### config.mk
export PLATFORM = sky130hd
export DESIGN_NAME = control_unit_ed
export DESIGN_NICKNAME = d
export VERILOG_FILES = /design/src/rtl/ed_ctrl_pkg.sv /design/src/rtl/ed_ctrl_dly.sv /design/src/rtl/control_unit_ed.sv
export SDC_FILE = /design/constraint.sdc
export NUM_CORES = 1
export LEC_CHECK = 0
export ABC_AREA = 1
export ABC_CLOCK_PERIOD_IN_PS = 1300
export BUFFER_PORTS_ARGS = -buffer_cell sky130_fd_sc_hd__buf_2
export CORE_ASPECT_RATIO = 0.8
export CORE_MARGIN = 2
export CORE_UTILIZATION = 28
export DETAILED_ROUTE_END_ITERATION = 10
export PLACE_DENSITY = 0.68
export SLEW_MARGIN = 25
export SYNTH_ARGS = -nofsm -noshare
export SYNTH_HDL_FRONTEND = slang
export SYNTH_SLANG_ARGS = --single-unit
export TNS_END_PERCENT = 10
### constraint.sdc
create_clock -name clock -period 1.3 [get_ports clock]
set_clock_uncertainty 0.05 [all_clocks]
set_input_delay 0.26 -clock clock [delete_from_list [all_inputs] [get_ports clock]]
set_output_delay 0.26 -clock clock [all_outputs]
set_load 0.1 [all_outputs]
### src/rtl/ed_ctrl_pkg.sv
// -----------------------------------------------------------------------------
// ed_ctrl_pkg
// Shared types for the energy-detector control unit.
//   state_e : sequencer states, in frame order
//   WS_W    : width of the window_size (samples per frame) field
// -----------------------------------------------------------------------------
package ed_ctrl_pkg;

    localparam int WS_W = 10;

    typedef enum logic [3:0] {
        INIT,
        IDLE,
        LOAD,
        FLUSH,
        THADD,
        SUB,
        DECIDE,
        DRAIN,
        DONE
    } state_e;

endpackage

### src/rtl/ed_ctrl_dly.sv
// -----------------------------------------------------------------------------
// ed_ctrl_dly
// LAT-deep 1-bit shift register that re-times a FIFO pop strobe so that it
// lines up with the cycle in which the popped word is valid on the FIFO output.
//   clock : system clock, rising edge
//   rst   : asynchronous, active-high reset
//   din   : pop strobe
//   dout  : pop strobe delayed LAT cycles
//   busy  : at least one pop is still travelling through the line
// -----------------------------------------------------------------------------
module ed_ctrl_dly #(
    parameter int LAT = 1
) (
    input  logic clock,
    input  logic rst,
    input  logic din,
    output logic dout,
    output logic busy
);

    logic [LAT-1:0] sr_q;
    logic [LAT-1:0] sr_d;

    generate
        if (LAT == 1) begin : g_one
            always_comb sr_d = din;
        end else begin : g_multi
            always_comb sr_d = {sr_q[LAT-2:0], din};
        end
    endgenerate

    // NOTE: state registers use non-blocking (<=) so every flop samples the
    // pre-edge value of its neighbours, regardless of process order.
    always_ff @(posedge clock or posedge rst) begin
        if (rst) sr_q <= '0;
        else     sr_q <= sr_d;
    end

    assign dout = sr_q[LAT-1];
    assign busy = |sr_q;

endmodule

### src/rtl/control_unit_ed.sv
// -----------------------------------------------------------------------------
// control_unit_ed
// Frame sequencer for datapath_unit_ed. For each frame it pops window_size
// samples from the input FIFO into the energy / threshold accumulators and the
// output FIFO, adds the threshold, subtracts, latches the detection bit, then
// drains the frame to the output port under out_ready back-pressure.
//
// Ports
//   clock, rst              : clock (rising edge), async active-high reset
//   run                     : level; low stops after the current frame
//   out_ready               : downstream accepts a word FIFO_RD_LAT cycles on
//   empty_fin               : input FIFO empty
//   cnt1_tc / cnt2_tc       : load / drain counter reached window_size
//   window_size [WS_W]      : samples per frame, 0 is illegal
//   pop/push/sclr_fin/fout  : FIFO controls (push_fin, sclr_fin tied 0)
//   sclr/ce/add_subn_ew, ce_thw, select_th : accumulator controls
//   sclr/en_cnt1, sclr/en_cnt2, sclr/en_dres, end_sig : counter/result controls
//   out_valid               : output word valid
//   cfg_err                 : sticky, run seen with window_size == 0
//
// Optional feature (macro ED_CTRL_FRAME_CNT_EN):
//   adds input d_res (latched detection bit from the datapath) and output
//   frame_cnt [FCNT_W-1:0], counting frames that ended with a detection.
// -----------------------------------------------------------------------------
import ed_ctrl_pkg::*;

module control_unit_ed #(
    parameter int FIFO_RD_LAT = 1
`ifdef ED_CTRL_FRAME_CNT_EN
    ,
    parameter int FCNT_W = 16
`endif
) (
    input  logic            clock,
    input  logic            rst,
    input  logic            run,
    input  logic            out_ready,
    input  logic            empty_fin,
    input  logic            cnt1_tc,
    input  logic            cnt2_tc,
    input  logic [WS_W-1:0] window_size,
`ifdef ED_CTRL_FRAME_CNT_EN
    input  logic            d_res,
`endif
    output logic            pop_fin,
    output logic            push_fin,
    output logic            sclr_fin,
    output logic            pop_fout,
    output logic            push_fout,
    output logic            sclr_fout,
    output logic            sclr_ew,
    output logic            ce_ew,
    output logic            add_subn_ew,
    output logic            ce_thw,
    output logic            select_th,
    output logic            sclr_cnt1,
    output logic            en_cnt1,
    output logic            sclr_cnt2,
    output logic            en_cnt2,
    output logic            sclr_dres,
    output logic            en_dres,
    output logic            end_sig,
    output logic            out_valid,
    output logic            cfg_err
`ifdef ED_CTRL_FRAME_CNT_EN
    ,
    output logic [FCNT_W-1:0] frame_cnt
`endif
);

    state_e state_q, state_d;
    logic   armed_q, armed_d;
    logic   cfg_err_q, cfg_err_d;
    logic   fin_dly, fin_busy;
    logic   fout_dly, fout_busy;

    // Ingest logic owns the FIN write; pending input survives every clear.
    assign push_fin = 1'b0;
    assign sclr_fin = 1'b0;

    // Pop strobes re-timed to the cycle the FIFO data is valid.
    ed_ctrl_dly #(.LAT(FIFO_RD_LAT)) u_dly_fin (
        .clock (clock),
        .rst   (rst),
        .din   (pop_fin),
        .dout  (fin_dly),
        .busy  (fin_busy)
    );

    ed_ctrl_dly #(.LAT(FIFO_RD_LAT)) u_dly_fout (
        .clock (clock),
        .rst   (rst),
        .din   (pop_fout),
        .dout  (fout_dly),
        .busy  (fout_busy)
    );

    // armed_q holds off the INIT clear pulse until the cycle after reset
    // release, so every output stays low while rst is high.
    always_comb begin
        armed_d   = 1'b1;
        cfg_err_d = cfg_err_q | ((state_q == IDLE) && run && (window_size == '0));
    end

    // ---------------- state register ----------------
    always_ff @(posedge clock or posedge rst) begin
        if (rst) begin
            state_q   <= INIT;
            armed_q   <= 1'b0;
            cfg_err_q <= 1'b0;
        end else begin
            state_q   <= state_d;
            armed_q   <= armed_d;
            cfg_err_q <= cfg_err_d;
        end
    end

    // ---------------- next-state logic ----------------
    always_comb begin
        state_d = state_q;
        case (state_q)
            INIT:   if (armed_q) state_d = IDLE;
            IDLE:   if (run && (window_size != '0) && !empty_fin) state_d = LOAD;
            LOAD:   if (cnt1_tc) state_d = FLUSH;
            FLUSH:  if (!fin_busy) state_d = THADD;
            THADD:  state_d = SUB;
            SUB:    state_d = DECIDE;
            DECIDE: state_d = DRAIN;
            // Leave only once the last popped word has been presented.
            DRAIN:  if (cnt2_tc && !fout_busy) state_d = DONE;
            DONE:   state_d = (run && !empty_fin) ? LOAD : IDLE;
            default: state_d = INIT;
        endcase
    end

    // ---------------- output logic ----------------
    always_comb begin
        // NOTE: every output gets a default before the case so no path leaves
        // one unassigned, which would infer a latch.
        pop_fin     = 1'b0;
        pop_fout    = 1'b0;
        sclr_fout   = 1'b0;
        sclr_ew     = 1'b0;
        add_subn_ew = 1'b0;
        select_th   = 1'b0;
        sclr_cnt1   = 1'b0;
        en_cnt1     = 1'b0;
        sclr_cnt2   = 1'b0;
        en_cnt2     = 1'b0;
        sclr_dres   = 1'b0;
        en_dres     = 1'b0;
        end_sig     = 1'b0;
        // Data-valid strobes follow the pops regardless of state, so words
        // still in flight when LOAD/DRAIN ends are not lost.
        ce_ew       = fin_dly;
        ce_thw      = fin_dly;
        push_fout   = fin_dly;
        out_valid   = fout_dly;

        case (state_q)
            INIT: begin
                if (armed_q) begin
                    sclr_fout = 1'b1;
                    sclr_ew   = 1'b1;
                    sclr_cnt1 = 1'b1;
                    sclr_cnt2 = 1'b1;
                    sclr_dres = 1'b1;
                end
            end
            LOAD: begin
                // Gating with !empty_fin makes an empty FIFO a plain stall.
                pop_fin     = !empty_fin && !cnt1_tc;
                en_cnt1     = pop_fin;
                add_subn_ew = 1'b1;
            end
            FLUSH: begin
                add_subn_ew = 1'b1;
            end
            THADD: begin
                select_th = 1'b1;
                ce_thw    = 1'b1;
            end
            SUB: begin
                ce_ew = 1'b1;
            end
            DECIDE: begin
                en_dres = 1'b1;
            end
            DRAIN: begin
                pop_fout = out_ready && !cnt2_tc;
                en_cnt2  = pop_fout;
            end
            DONE: begin
                end_sig   = 1'b1;
                sclr_ew   = 1'b1;
                sclr_cnt1 = 1'b1;
                sclr_cnt2 = 1'b1;
            end
            default: ;
        endcase
    end

    assign cfg_err = cfg_err_q;

`ifdef ED_CTRL_FRAME_CNT_EN
    logic [FCNT_W-1:0] frame_cnt_q, frame_cnt_d;

    // d_res was latched in DECIDE, so it is this frame's result during DONE.
    always_comb begin
        frame_cnt_d = frame_cnt_q;
        if ((state_q == DONE) && d_res) frame_cnt_d = frame_cnt_q + 1'b1;
    end

    always_ff @(posedge clock or posedge rst) begin
        if (rst) frame_cnt_q <= '0;
        else     frame_cnt_q <= frame_cnt_d;
    end

    assign frame_cnt = frame_cnt_q;
`endif

endmodule
Word level (Yosys, flattened, before mapping)
Index checks and enable logic that the tools add are counted.

cells by class
  mux-type cells = 18
  equality and inequality tests = 13
  reduce and logical (&&, ||, !) cells = 17
  bitwise operators = 1

operator list
  cell                count
  $pmux 4 s9          1
  $mux 4              5
  $eq 4x3->1 const B  4
  $logic_not 10->1    1
  $mux 1              10
  $reduce_bool 10->1  1
  $eq 4x2->1 const B  2
  $logic_and 1x1->1   8
  $ne 2x2->1 const B  4
  $reduce_and 5->1    1
  $eq 4x1->1 const B  1
  $eq 4x4->1 const B  1
  $logic_not 1->1     4
  $logic_not 4->1     1
  $mux 2              1
  $ne 2x1->1 const B  1
  $pmux 1 s2          1
  $reduce_or 2->1     1
  $or 1x1->1          1

storage, ports and cells
  word-level logic and storage cells = 54
  bits in registers = 8

Logic depth before layout (Yosys ltp)
  depth after elaboration = 5
  depth in mapped cells = 9
  gate-level depth less buffers = 9

Modules after synthesis
A second synthesis with hierarchy kept.

unflattened totals
  cells, all modules = 89
  area, all modules = 594.3 um2

by module, submodules not included
  module           sequential area each (um2)  times used  area an instance (um2)  cells each
  control_unit_ed  150.1                       1           521.8                   83
  ed_ctrl_dly      25.0                        2           36.3                    3

Least setup slack after synthesis
No wires, ideal clock.

  kind = flip-flop to output port
  from = reg state_q[2]
  to = out sclr_cnt2
  arrival time = 4,135 ps
  setup slack = -3,145 ps
  stages on the path, launching flop included = 6
  path buffers = 1
  cells stage by stage = dfrtp_1 > nor2_2 > inv_2 > nor3_1 > or2_1 > buf_4

on the way
  word-level cells in the longest chain between the ends = 2

ends and longest elaborated chain
  what                                           RTL line                RTL
  from (decl)                                    control_unit_ed.sv:71   state_e state_q, state_d;
  from (signal assigned)                         control_unit_ed.sv:112  state_q <= state_d;
  $eq 4x4->1 or $logic_not 4->1 (tied branches)  --
  $pmux 1 s2 *                                   --
  to (decl)                                      control_unit_ed.sv:58   output logic sclr_cnt2,

Every way passes the cells marked *; elsewhere a longest branch is shown, timed or not.

Worst setup path after layout
  from = reg state_q[3]
  to = out sclr_cnt1

on the way
  word-level cells in the longest chain between the ends = 2

ends and longest elaborated chain
  what                                           RTL line                RTL
  $eq 4x4->1 or $logic_not 4->1 (tied branches)  control_unit_ed.sv:160  case (state_q)
  $pmux 1 s2 *                                   control_unit_ed.sv:160
  to (decl)                                      control_unit_ed.sv:56   output logic sclr_cnt1,

Marked as above.

==> parameters.txt <==
Parameter                              Value

Run status
  Status ... complete, but fails checks
  Violated checks ... setup timing

Worst setup path
  Path type of the worst setup path ... flop to output pin
  Critical path data required time ... 990 ps
  Worst endpoint data arrival time ... 1420 ps
  Peak fanout along the critical path ... 4
  Nature of the critical path endpoint ... output pin
  Sequence of cells on the critical path ... nor2_4, inv_2, nor3_4, or2_4, buf_12
  Startpoint class of the critical path ... flop
  Cell at the slowest stage of the critical path ... sky130_fd_sc_hd__dfrtp_2
  Largest incremental delay on the critical path ... 450 ps

Global route
  GR peak layer ... met2
  Number of antenna violations at the first check in global routing ... 0
  Pin count of the biggest net entering global routing ... 9
  Met3 Usage GRT ... 2.56%
  Via count of the first global-routing pass ... 759
  Met2 layer usage reported by global route ... 33.5%
  Total grt overflow ... 0
  Fraction of met1 tracks used by global routing ... 16.0%
  Wire length of the first global-routing pass ... 3.17 mm
  Overall fraction of global-route tracks in use ... 16.2%

Synthesis
  Warning count from the yosys run ... 0
  Area of the mapped netlist ... 618 sq um
  Portion of synthesized cell area occupied by the leading cell type ... 32.4%
  Sequential share of the synthesized area ... 32.4%
  Post-synthesis cell type with the largest combined area ... sky130_fd_sc_hd__dfrtp_1
  Synth Instances ... 92
  Mean Syn Cell Area ... 6.72 sq um
  Number of storage elements in the synthesis netlist ... 8
  Largest cells by area after synthesis ... sky130_fd_sc_hd__dfrtp_1 32%, sky130_fd_sc_hd__nor2_1 12%, sky130_fd_sc_hd__buf_4 8.5%
  Number of library cell types mapped by synthesis ... 21

Finish
  Highest-count cells in the layout ignoring fill and taps ... 25 x sky130_fd_sc_hd__buf_4, 18 x sky130_fd_sc_hd__buf_12, 16 x sky130_fd_sc_hd__buf_2
  Combined area of the multi-input logic cells ... 424 sq um
  N_diodes ... 0
  Post-layout nets ... 169
  Most common cell after layout, fill and taps aside ... sky130_fd_sc_hd__buf_4
  Sequential cell area in the final layout ... 203 sq um
  Signed area change from the synthesized netlist to the final layout ... 124%
  Layout filler cell count ... 157
  Share of cells above drive strength 1 ... 62.0%

Die
  Effective utilization at floorplan ... 29.1%
  Std-Cell Rows ... 15
  Die extent in x ... 56.5 um
  DIE AREA ... 0.00260 sq mm
  Core box area ... 0.00212 sq mm
  Boundary Pins ... 37
  Height of the die ... 46.0 um

Routing
  Routed len/inst ... 11.6 um
  Detailed router's first-iteration violation count ... 13
  TritonRoute pass-1 iters ... 4
  Number of nets still failing antenna checks after routing ... 0
  Via count of the routed design ... 765
  Final routed DRC violation total ... 0
  Final routed wirelength across all metal layers ... 2.03 mm
  Ratio of routed vias to standard cells ... 4.37

Pwr
  Combinational Power Share ... 83.8%
  Portion of total power attributed to the clock network ... 5.1%
  Fraction of power spent switching nets ... 55.7%
  Worst IR drop on VDD ... 2310 uV
  Pint ... 1.55 mW
  Pwr dens ... 2530 mW/mm^2
  Share of total power in sequential cells ... 11.0%
  Net switching component of the power ... 1.95 mW
  Leak pwr ... 0.695 nW

Clock network
  Root buffer cell ... sky130_fd_sc_hd__clkbuf_4
  Clock tree from TritonCTS ... yes
  Clock edge transition at the registers on the reported setup and hold paths ... 50 ps
  Clock insertion delay at the later pin of the skew report ... 240 ps
  Number of CTS-inserted buffers ... 3
  Max H-tree Level ... 1
  Sink Count ... 8
  Clock buffer depth ... 2

Placement
  Last weighted congestion value of the routability-driven placer ... 0.819
  Number of buffers added on ports ... 34
  Hpwl dp ... 1.59 mm

Timing
  Fin crit period ... 1730 ps
  RSZ-0062 raised after global routing ... yes
  Number of failing hold endpoints at the final stage ... 0
  Worst setup margin ... -429 ps
  Fmax ... 0.578 GHz
  Accumulated negative setup slack ... -6800 ps
  Final slew viol count ... 0
  Number of endpoints failing setup at the final stage ... 21
  Worst hold slack ... 194 ps
  Share of the clock period used by the worst path after layout ... 133%

Min path
  Worst Hold Class ... input port to flop

Run
  Number of max-cap violations ... 0
## synth_stat cells
| cell | number |
|---|---|
| sky130_fd_sc_hd__nor2_1 | 19 |
| sky130_fd_sc_hd__inv_1 | 12 |
| sky130_fd_sc_hd__nand2_1 | 11 |
| sky130_fd_sc_hd__dfrtp_1 | 8 |
| sky130_fd_sc_hd__nand3_1 | 8 |
| sky130_fd_sc_hd__buf_4 | 7 |
| sky130_fd_sc_hd__nand2_2 | 4 |
| sky130_fd_sc_hd__o21ai_0 | 4 |
| sky130_fd_sc_hd__inv_2 | 3 |
| sky130_fd_sc_hd__a21oi_1 | 2 |
| sky130_fd_sc_hd__conb_1 | 2 |
| sky130_fd_sc_hd__nor2_2 | 2 |
| sky130_fd_sc_hd__nor3_1 | 2 |
| sky130_fd_sc_hd__a31o_2 | 1 |
| sky130_fd_sc_hd__and3_1 | 1 |
| sky130_fd_sc_hd__nand2_4 | 1 |
| sky130_fd_sc_hd__nand3_2 | 1 |
| sky130_fd_sc_hd__nor2_4 | 1 |
| sky130_fd_sc_hd__nor3_2 | 1 |
| sky130_fd_sc_hd__o31ai_1 | 1 |
| sky130_fd_sc_hd__or2_1 | 1 |
## critical path, delay by kind of cell, from the launching register on
kind	cells	cell delay [ps]
flops	1	450
buf+inv	2	250
simple gates	3	470
## power groups by stage
stage	registers [mW]	clock network (mW)	logic (mW)
after detailed placement	0.391	0	2.58
after global placement	0.383	0	2.54
final	0.387	0.181	2.94
after CTS	0.382	0.191	2.86
after floorplan	0.433	0	1.61
after global routing	0.396	0.199	3.08
## final cells by class
class	instances	share of cell area [%]
inverters	15	4.06
repair buffers	61	46.8
well taps	25	2.26
clock buffers	3	1.62
flip-flops and latches	8	14.6
multi-input cells	63	30.6
## final timing paths
kind | start | endpoint | slack, ps | cells past startpoint
setup / recovery | state_q[3] | sclr_cnt1 | -430 | 5
setup reg to reg | state_q[0] | state_q[0] | -250 | 10
hold reg to reg | cfg_err | cfg_err | 480 | 1
min in group asynchronous | rst | cfg_err | 450 | 3
max in group asynchronous | rst | state_q[2] | 510 | 3
hold / removal | empty_fin | u_dly_fin.busy | 190 | 2
## flip-flops by register name, indices dropped and copies added, names as in the netlist
name and flops:
armed_q 1, u_dly_fin.busy 1, cfg_err 1, u_dly_fout.busy 1, state_q 4
## layer usage
| metal | wire length (um) | part of all wire (%) | up-vias |
|---|---|---|---|
| li1 | - | - | 391 |
| met1 | 718 | 35 | 343 |
| met2 | 1170 | 58 | 25 |
| met3 | 101 | 5.0 | 6 |
| met4 | 34 | 1.7 | 0 |
| met5 | 0 | 0 | - |
## timing repair
| item | 4_1_cts | 5_1_grt |
|---|---|---|
| hold buffers | 1 | 0 |
| resized for setup | 19 | 3 |
| endpoints found under the setup margin | 21 | 21 |
| buffers inserted | 4 | 2 |
| cloned | 0 | 0 |
| pin swaps | 7 | 5 |
| hold endpoints to repair | 8 | 0 |
## logic make-up after synthesis
| group | after synthesis | share of synthesized area (%) |
|---|---|---|
| other | 2 | 1.22 |
| flip-flops | 8 | 32.4 |
| AO/OA/AOI/OAI | 8 | 7.49 |
| AND/OR/NAND/NOR | 52 | 41.3 |
| buffers and inverters | 22 | 17.6 |
## through the flow
step | area, sq um | std cells | utilization (%) | total power, mW | setup WS [ps]
6_report | 1390 | 175 | 65.4 | 3.51 | -429
3_5_place_dp | 1220 | 165 | 57.8 | 2.97 | -276
4_1_cts | 1360 | 173 | 64.2 | 3.44 | -450
3_3_place_gp | 1220 | 165 | 57.8 | 2.93 | -259
2_1_floorplan | 681 | 93 | - | 2.04 | -1210
5_1_grt | 1390 | 175 | 65.4 | 3.68 | -513
Power figures use the tool's default switching activity.
